**config.mk**
```make
export PLATFORM = sky130hd
export DESIGN_NAME = if_fetch_unit
export DESIGN_NICKNAME = d
export VERILOG_FILES = /design/src/rtl/if_fetch_unit.sv
export SDC_FILE = /design/constraint.sdc
export NUM_CORES = 1
export LEC_CHECK = 0
export ABC_AREA = 1
export ABC_CLOCK_PERIOD_IN_PS = 2000
export BUFFER_PORTS_ARGS = -buffer_cell sky130_fd_sc_hd__buf_4
export CAP_MARGIN = 10
export CORE_ASPECT_RATIO = 0.8
export CORE_MARGIN = 4
export CORE_UTILIZATION = 49
export CTS_CLUSTER_DIAMETER = 50
export CTS_CLUSTER_SIZE = 10
export DETAILED_ROUTE_END_ITERATION = 10
export PLACE_DENSITY = 0.88
export SKIP_LAST_GASP = 1
export SLEW_MARGIN = 20
export SYNTH_ARGS = -nofsm -noshare
export SYNTH_HDL_FRONTEND = slang
export SYNTH_SLANG_ARGS = --single-unit
```
**constraint.sdc**
```tcl
create_clock -name clk -period 2 [get_ports clk]
set_input_delay 0.3 -clock clk [delete_from_list [all_inputs] [get_ports clk]]
set_output_delay 0.3 -clock clk [all_outputs]
set_load 0.02 [all_outputs]
```
**src/rtl/if_fetch_unit.sv**
```systemverilog
// if_fetch_unit: PC owner issuing single-outstanding imem fetches, with stall hold and redirect squash
module if_fetch_unit #(
    parameter logic [31:0] RESET_PC = 32'h0000_0000,
    parameter logic [31:0] NOP_INS  = 32'h0000_0000
) (
    input  logic        clk,
    input  logic        reset,
    input  logic        stall,
    input  logic        redirect,
    input  logic [31:0] redirect_pc,
    output logic        imem_req,
    output logic [31:0] imem_addr,
    input  logic        imem_ack,
    input  logic [31:0] imem_rdata,
    output logic [31:0] ins_out,
    output logic [31:0] PC_plus4_out,
    output logic        ins_valid
);
    typedef enum logic [1:0] {REQ, WAIT, DROP, HOLD} state_t;

    state_t      state_q, state_d;
    logic [31:0] pc_q, pc_d, hold_ins_q, hold_ins_d;
    logic [31:0] pc_plus4, target_pc;

    assign pc_plus4  = pc_q + 32'd4;
    assign target_pc = {redirect_pc[31:2], 2'b00};

    // Outputs are combinational so IF/ID captures them on the same edge; reset forces defaults
    always_comb begin
        imem_req     = 1'b0;
        imem_addr    = pc_q;
        ins_valid    = 1'b0;
        ins_out      = NOP_INS;
        PC_plus4_out = 32'd0;
        if (!reset) begin
            case (state_q)
                REQ:  imem_req = !redirect;
                WAIT: if (imem_ack && !redirect && !stall) begin
                    ins_valid    = 1'b1;
                    ins_out      = imem_rdata;
                    PC_plus4_out = pc_plus4;
                end
                HOLD: if (!redirect && !stall) begin
                    ins_valid    = 1'b1;
                    ins_out      = hold_ins_q;
                    PC_plus4_out = pc_plus4;
                end
                default: ;
            endcase
        end
    end

    // Next-state: redirect always wins; acks seen outside WAIT/DROP are protocol errors and ignored
    always_comb begin
        state_d    = state_q;
        pc_d       = pc_q;
        hold_ins_d = hold_ins_q;
        case (state_q)
            REQ: begin
                if (redirect) pc_d = target_pc;
                else state_d = WAIT;
            end
            WAIT: begin
                if (redirect) begin
                    pc_d    = target_pc;
                    state_d = imem_ack ? REQ : DROP;
                end else if (imem_ack && stall) begin
                    hold_ins_d = imem_rdata;
                    state_d    = HOLD;
                end else if (imem_ack) begin
                    pc_d    = pc_plus4;
                    state_d = REQ;
                end
            end
            DROP: begin
                if (redirect) pc_d = target_pc;
                if (imem_ack) state_d = REQ;
            end
            HOLD: begin
                if (redirect) begin
                    pc_d    = target_pc;
                    state_d = REQ;
                end else if (!stall) begin
                    pc_d    = pc_plus4;
                    state_d = REQ;
                end
            end
            default: state_d = REQ;
        endcase
    end

    // State registers with synchronous reset
    always_ff @(posedge clk) begin
        if (reset) begin
            state_q    <= REQ;
            pc_q       <= RESET_PC;
            hold_ins_q <= NOP_INS;
        end else begin
            state_q    <= state_d;
            pc_q       <= pc_d;
            hold_ins_q <= hold_ins_d;
        end
    end
endmodule
```
# Word level (Yosys, flattened, before mapping)
# Cells that the tools add are included.
# word_totals
ff_bits	66
# classes
reduce_logical	11
n_bitwise	1
eq_ne	8
muxes	29
add_sub_neg	1
# op_table
cell	n
2-to-1 mux 32 bit	12
one-hot mux 32 bit (2 select lines)	2
one-hot mux 32 bit (3 select lines)	1
adder 32 x 3 -> 32 bit (second input constant)	1
2-to-1 mux 2 bit	7
!= test 3 bit (second input constant)	3
one-hot mux 2 bit (4 select lines)	1
2-to-1 mux 1 bit	5
== test 2 bit (second input constant)	2
logical AND 1 bit	4
AND reduction 4 bit	1
AND reduction 3 bit	1
== test 2 x 1 -> 1 bit (second input constant)	1
logical NOT 1 bit	2
logical NOT 2 bit	1
!= test 2 x 1 -> 1 bit (second input constant)	1
!= test 2 bit (second input constant)	1
one-hot mux 1 bit (2 select lines)	1
AND reduction 2 bit	1
OR reduction 2 bit	1
inverter 1 bit	1

# Longest topological paths before layout
# Gate-level depths: netlist of run 1.
# depth
word_depth	6
mapped_depth	9
depth_no_buf	9

# Worst setup path after synthesis of run 1
# No wires, ideal clock.
# synth_timing
kind	register -> output
from	register pc_q[2], in the netlist imem_addr[2]
to	output PC_plus4_out[20]
path_slack_ns	0.046
stages_incl_launch_ff	8
t_arrival_ns	1.654
path_buffers	0
path_cell_list	dfxtp_1 > ha_1 > nand3_1 > nor2_1 > nand2_1 > nor2_1 > nand2_1 > a21oi_1
# synth_between
elab_chain_cells	4
word_cells_on_any_way	5
classes_between	1 x add/sub; 4 x mux
# synth_lines
element	line	text
from (decl)	22	logic [31:0] pc_q, pc_d, hold_ins_q, hold_ins_d;
from (signal assigned)	100	pc_q <= pc_d;
adder 32 x 3 -> 32 bit *	25	assign pc_plus4 = pc_q + 32'd4;
2-to-1 mux 32 bit, on equally long branches	43, 38	
one-hot mux 32 bit (2 select lines) *	36	case (state_q)
2-to-1 mux 32 bit *	35	if (!reset) begin
to (decl)	16	output logic [31:0] PC_plus4_out,
# Mark *: on every way between the ends. The rest lies on a longest branch, timed or not.

# Worst setup path in the final report of run 1
# layout_timing
from	register pc_q[9], in the netlist imem_addr[9]
to	output PC_plus4_out[24]
# The elaborated chain is that of the path after synthesis.

==> results of run 1 <==
## synth_stat cells
| master | instances | share of area (%) |
|---|---|---|
| dfxtp_1 | 64 | 31 |
| a21oi_1 | 54 | 6.5 |
| a211oi_2 | 2 | 0.61 |
| xnor2_1 | 3 | 0.64 |
| xor2_1 | 6 | 1.3 |
| buf_6 | 3 | 0.82 |
| clkbuf_1 | 16 | 1.5 |
| nor2_1 | 174 | 16 |
| a22oi_1 | 32 | 5.8 |
| ha_1 | 1 | 0.30 |
| o21ai_0 | 47 | 5.7 |
| nand3_1 | 35 | 4.2 |
| buf_2 | 17 | 2.1 |
| nand4_1 | 1 | 0.15 |
| a21oi_2 | 2 | 0.42 |
| o211ai_2 | 1 | 0.30 |
| o211ai_1 | 1 | 0.18 |
| conb_1 | 1 | 0.091 |
| nand2_2 | 1 | 0.15 |
| inv_2 | 3 | 0.27 |
| nor2_2 | 4 | 0.61 |
| nor4_1 | 1 | 0.15 |
| o311ai_0 | 2 | 0.42 |
| buf_4 | 5 | 0.91 |
| nand2_1 | 165 | 15 |
| nor2_4 | 1 | 0.27 |
| inv_1 | 54 | 4.9 |
## registers in the layout, summed over array words and instances (netlist names)
signal,cells
hold_ins_q,32
imem_addr,30
state_q,2
## routing by layer
metal	vias up	routed length (um)	GRT usage, %
met5	-	0	0
met4	0	809	10.1
met3	90	1850	6.38
met2	412	8130	48.7
met1	2593	6460	35.2
li1	2582	-	-
## path summary, 6_finish.rpt
path / startpoint / to / cells past startpoint
setup reg to reg: state_q[0]$_SDFFE_PP0P_ / imem_addr[16]$_SDFFE_PP0P_ / 8
setup / recovery: imem_addr[9]$_SDFFE_PP0P_ / PC_plus4_out[24] / 9
hold / removal: imem_rdata[25] / hold_ins_q[25]$_SDFFE_PP0P_ / 3
hold reg to reg: hold_ins_q[8]$_SDFFE_PP0P_ / hold_ins_q[8]$_SDFFE_PP0P_ / 2
## cells by family (layout without fill, tap and decap cells)
group,after synthesis,in the layout
AO/OA/AOI/OAI,141,141
flip-flops,64,64
adder cells (fa/ha/maj),1,1
other,1,4
XOR/XNOR,9,9
buffers and inverters,98,272
AND/OR/NAND/NOR,382,382
## where the power goes
group | switching, mW | total [mW] | internal [mW]
logic | 0.493 | 0.835 | 0.341
registers | 0.104 | 1.46 | 1.35
clock network | 0.560 | 1.17 | 0.609
## layout make-up
cell class | instances | area (um2) | share of cell area [%]
clock inverter | 5 | 56.3 | 0.857
multi-input combinational | 537 | 2960 | 45.0
tap | 108 | 135 | 2.06
inverter | 57 | 231 | 3.52
timing repair buffer | 199 | 1710 | 26.0
sequential | 64 | 1340 | 20.4
clock buffer | 11 | 141 | 2.15
## through the flow
step	worst slack [ns]	TNS [ns]	std cells
5_1_grt	-0.220	-6.72	981
4_1_cts	-0.0677	-0.638	965
2_1_floorplan	0.0464	0	699
3_3_place_gp	0.116	0	945
6_report	-0.156	-3.23	981
3_5_place_dp	0.0658	0	945
## timing repair
action,4_1_cts,5_1_grt
pin swaps,14,49
cloned,0,7
buffers inserted,4,9
endpoints found under the setup margin,62,62
hold endpoints to repair,0,0
resized for setup,81,127
## worst register-to-register path, delay by kind of cell, from the launching register on
family	cells	cell delay, ns
AOI/OAI and AO/OA	2	0.18
DFF	1	0.39
and+or+nand+nor	4	0.77
buffers and inverters	2	0.30
## placed cells by master (no fill, tap or decap), types with 3 or more instances in the layout
| cell | instances |
|---|---|
| nor2_4 | 25 |
| a22oi_1 | 4 |
| nand2_4 | 6 |
| inv_2 | 5 |
| xnor2_1 | 3 |
| nand3_1 | 31 |
| o21ai_0 | 39 |
| conb_1 | 4 |
| inv_1 | 48 |
| nand3_2 | 3 |
| nand2_1 | 140 |
| nor2_2 | 15 |
| dfxtp_4 | 12 |
| xor2_1 | 5 |
| buf_4 | 174 |
| nand2_2 | 20 |
| a22oi_2 | 28 |
| o21ai_2 | 3 |
| dfxtp_1 | 40 |
| buf_12 | 6 |
| clkbuf_8 | 10 |
| nor2_1 | 139 |
| buf_6 | 14 |
| o21ai_1 | 5 |
| a21oi_1 | 52 |
| clkbuf_16 | 5 |
| dfxtp_2 | 12 |
==> run_results.csv, run 1 <==
group,metric,value,unit
sta,worstMarginPinSlew,0.581,ns
cts,cts-root-buf,"clkbuf_8",
worst_hold_path,hold_class,"in -> reg",
cts,cts_tree,"built",
global_route,grt_pass1_wl,24.0,mm
power,finalPower,3.46,mW
floorplanning,start_util,51.3,%
yosys,synth_compound_area_share,20.0,%
worst_setup_path,cp_slowest_cell,"dfxtp_2",
worst_setup_path,endpoint_kind,"output pin",
finish,fill_cells,527,
worst_setup_path,rrSetupSlack,0.25,ns
cts,clk_path_buf_depth,2,
floorplanning,dieArea,9980,um2
yosys,synth_top_family_by_area,"simple AND/OR/NAND/NOR gates",
drt,wl_per_cell,17.6,um
worst_setup_path,critPathMostFrequentCell,"nand2_1",
floorplanning,core_area,8060,um2
floorplanning,io_pins,167,
run_status,status,"finished, violations left",
sta,finalHoldViolCount,0,
cts,clk_pin_slew,0.08,ns
yosys,synth-seq-cells,64,
place,io_buffers,160,
floorplanning,die_w,111,um
drt,drc,0,
cts,insertion_delay,0.36,ns
yosys,avgSynthCellArea,5.94,um2
drt,first_pass_iters,5,
yosys,synthCells,696,
worst_setup_path,worst_ep_arrival_time,1.86,ns
sta,setup_viol,48,
yosys,ys_seq_area_share,31.0,%
yosys,synthAdderAreaFrac,0.303,%
floorplanning,num_rows,29,
global_route,grt_max_degree,33,
global_route,first_global_vias,4991,
yosys,muxShareOfSynthArea,0,%
worst_setup_path,critical_path_class,"reg -> out",
worst_setup_path,slowest_delay,0.39,ns
worst_setup_path,cp.required,1.70,ns
sta,layout_setup_ws,-0.156,ns
global_route,overflow,0,
worst_setup_path,path_cells,"nand2_1 -> nor2_2 -> nand2_2 -> nor2_4 -> nand2_1 -> nand2_1 -> nand2_1 -> nor2_2 -> buf_4",
drt,vias,5677,
flow_run,cap_viol_max_count,0,
power,p_leak,2.81,nW
worst_setup_path,worst_path_dominant_cell_family,"simple AND/OR/NAND/NOR gates",
sta,slew_headroom,61.2,%
power,p_per_area,526,nW/um2
drt,dr.first_iter.drc_count,559,
cts,h-tree-depth,3,
worst_setup_path,cp_num_buf_inv,1,
power,ir_drop,0.351,mV
sta,report.final.slew_viol_count,0,
yosys,synthSimpleGateAreaFrac,36.3,%
place,gp_congestion,0.966,
sta,fin_crit_sh,108,%
yosys,synth_warnings,0,
drt,avgViaCountPerCell,5.79,
cts,cts_hold_buf,0,
place,dp_hpwl,10.5,mm
global_route,grt_antenna_before_repair,0,
finish,final_cell_area,6570,um2
run_status,violations,"setup timing",
sta,max_freq,0.464,GHz
finish,drive_gt1_share,40.9,%
sta,period_minus_slack,2.16,ns
finish,antenna_cells,0,
sta,hold_ws,0.214,ns
finish,area_delta_synth_final,58.9,%
place,postPlaceCellArea,5460,um2
yosys,synth_xor_area_share,1.91,%
cts,cts_sinks,64,
yosys,synth_cell_types,27,
finish,nets,938,
global_route,grt_usage,28.5,%
worst_setup_path,crit_path_max_fanout,5,
finish,final_util,81.6,%
sta,fin_skew,0.0134,ns
worst_setup_path,start_kind,"flop",
drt,antenna_left,0,
yosys,synth_area,4140,um2
drt,wl,17.3,mm
cts,cts_buffers,9,
floorplanning,die_height,90.2,um
sta,rsz0062_at_grt,"yes",
No activity file was read; power rests on OpenSTA's default activity.
==> inputs of run 2 (changes only) <==
--- a/config.mk
+++ b/config.mk
@@ -21,3 +21,4 @@
 export SYNTH_ARGS = -nofsm -noshare
 export SYNTH_HDL_FRONTEND = slang
 export SYNTH_SLANG_ARGS = --single-unit
+export TNS_END_PERCENT = 20
==> run 2 against run 1 <==
The flow still finishes with violations (setup timing). Clock-buffer cell count unchanged. Non-clock buffer count fell by 4. Clock power about the same. Die area unchanged. Clock skew decreased by 0.0012 ns. Hold slack barely moved. Power shrank 1.7%. Combinational power shrank 4.3%. Critical path depth unchanged. Wire length fell by 8.6%. Fmax shrank 0.11%. Global-route usage grew 0.14 points.
==> run_results.csv, run 2 (synthesized netlist as in run 1, its figures left out) <==
group,metric,value,unit
finish,final_util,76.4,%
worst_hold_path,hp-start,"imem_rdata[25]",
finish,final_cell_mix,"buf_4 (186), nor2_1 (147), nand2_1 (141)",
finish,antenna_cells,0,
worst_setup_path,r2r_end,"imem_addr[17]$_SDFFE_PP0P_",
worst_setup_path,start_kind,"flop",
place,pre_cts_ws,0.0658,ns
finish,regMostFlops,"hold_ins_q",
worst_setup_path,worst_ep_arrival_time,1.86,ns
power,p_per_area,553,nW/um2
cts,insertion_delay,0.35,ns
worst_setup_path,cp-startpoint,"imem_addr[16]$_SDFFE_PP0P_",
drt,dr.first_iter.drc_count,509,
place,dp_hpwl,10.5,mm
power,ir_drop,0.336,mV
sta,rsz0062_at_grt,"yes",
floorplanning,die_height,90.2,um
floorplanning,core_area,8060,um2
sta,worstMarginPinSlew,0.582,ns
drt,wl,15.8,mm
drt,first_pass_iters,5,
place,placed_cells,945,
cts,h-tree-depth,3,
global_route,grt_pass1_wl,24.1,mm
run_status,status,"finished, violations left",
run_status,violations,"setup timing",
global_route,grt_antenna_before_repair,0,
floorplanning,die_w,111,um
finish,multiInputGateArea,2730,um2
sta,setup_viol,27,
power,p_leak,2.76,nW
sta,tns,-1.50,ns
flow_run,cap_viol_max_count,0,
floorplanning,num_rows,29,
worst_setup_path,timing.rr.start,"state_q[0]$_SDFFE_PP0P_",
place,io_buffers,160,
sta,layout_setup_ws,-0.158,ns
global_route,grt_usage,28.6,%
worst_setup_path,crit_path_max_fanout,5,
sta,period_minus_slack,2.16,ns
finish,seq_area,1330,um2
drt,drc,0,
finish,area_delta_synth_final,48.8,%
cts,clk_pin_slew,0.08,ns
cts,cts-root-buf,"clkbuf_8",
sta,fin_skew,0.0122,ns
sta,slew_headroom,61.1,%
cts,cts_buffers,9,
worst_setup_path,critical_path_class,"reg -> out",
finish,largest_reg_flops,32,
cts,clk_path_buf_depth,2,
finish,final_common_cell,"buf_4",
global_route,first_global_vias,5012,
worst_setup_path,rrSetupSlack,0.31,ns
worst_setup_path,cp.required,1.70,ns
finish,drive_gt1_share,35.7,%
sta,report.final.slew_viol_count,0,
finish,nets,934,
sta,max_freq,0.463,GHz
drt,vias,5451,
sta,finalHoldViolCount,0,
sta,fin_crit_sh,108,%
finish,fill_cells,611,
worst_setup_path,endpoint_kind,"output pin",
worst_hold_path,hold_depth,3,
drt,wl_per_cell,16.1,um
finish,fin_cells,977,
worst_setup_path,reg2reg_depth,7,
global_route,grt_max_degree,33,
worst_hold_path,hold_end,"hold_ins_q[25]$_SDFFE_PP0P_",
floorplanning,io_pins,167,
drt,antenna_left,0,
worst_hold_path,hold_class,"in -> reg",
floorplanning,dieArea,9980,um2
place,gp_congestion,0.966,
cts,cts_sinks,64,
power,finalPower,3.40,mW
floorplanning,start_util,51.3,%
cts,cts_tree,"built",
drt,avgViaCountPerCell,5.58,
global_route,overflow,0,
run 2: report_power, final:
part | switching [mW] | leakage (nW) | internal (mW)
sequential | 0.0995 | 0.534 | 1.35
combinational | 0.465 | 2.13 | 0.334
clock | 0.540 | 0.0993 | 0.608
run 2: per-layer routing:
layer / global-route usage, % / wire (um)
met2: 48.9 / 7590
met5: 0 / 0
met1: 35.3 / 6130
met4: 10.3 / 505
met3: 6.44 / 1530
run 2: critical path, cell delays in order, from the launching register on:
cell     delay (ns)
dfxtp_2        0.39
nand2_1        0.13
nor2_1         0.21
nand2_2        0.15
nor2_4         0.17
nand2_1        0.07
nand2_1        0.08
nand2_1        0.06
nor2_1         0.10
buf_4          0.14
run 2: metrics by stage:
step / cell area [um2] / hold WS [ns]
CTS: 5860 / 0.209
floorplan: 4150 / 0.456
global route: 6150 / 0.214
finish: 6150 / 0.214
global placement: 5460 / 0.466
detailed placement: 5460 / 0.476
run 2: how the worst max path moves through the flow:
stage,endpoint,depth (start not counted)
final,PC_plus4_out[21],9
after global placement,PC_plus4_out[18],8
after floorplan,PC_plus4_out[20],7
after global routing,PC_plus4_out[21],9
after detailed placement,PC_plus4_out[18],8
after CTS,PC_plus4_out[30],10
run 2: area by class of cell:
type,instances,share of cell area [%]
clock buffer,11,2.30
clock inverter,5,0.915
inverter,57,3.48
multi-input combinational,537,44.3
sequential,64,21.6
tap,108,2.20
timing repair buffer,195,25.1
run 2: what timing repair did:
action / in CTS / in global routing
endpoints found under the setup margin: 62 / 62
resized for setup: 72 / 58
hold buffers: 0 / 0
cloned: 0 / 2
setup buffers: 4 / 10
pin swaps: 12 / 21
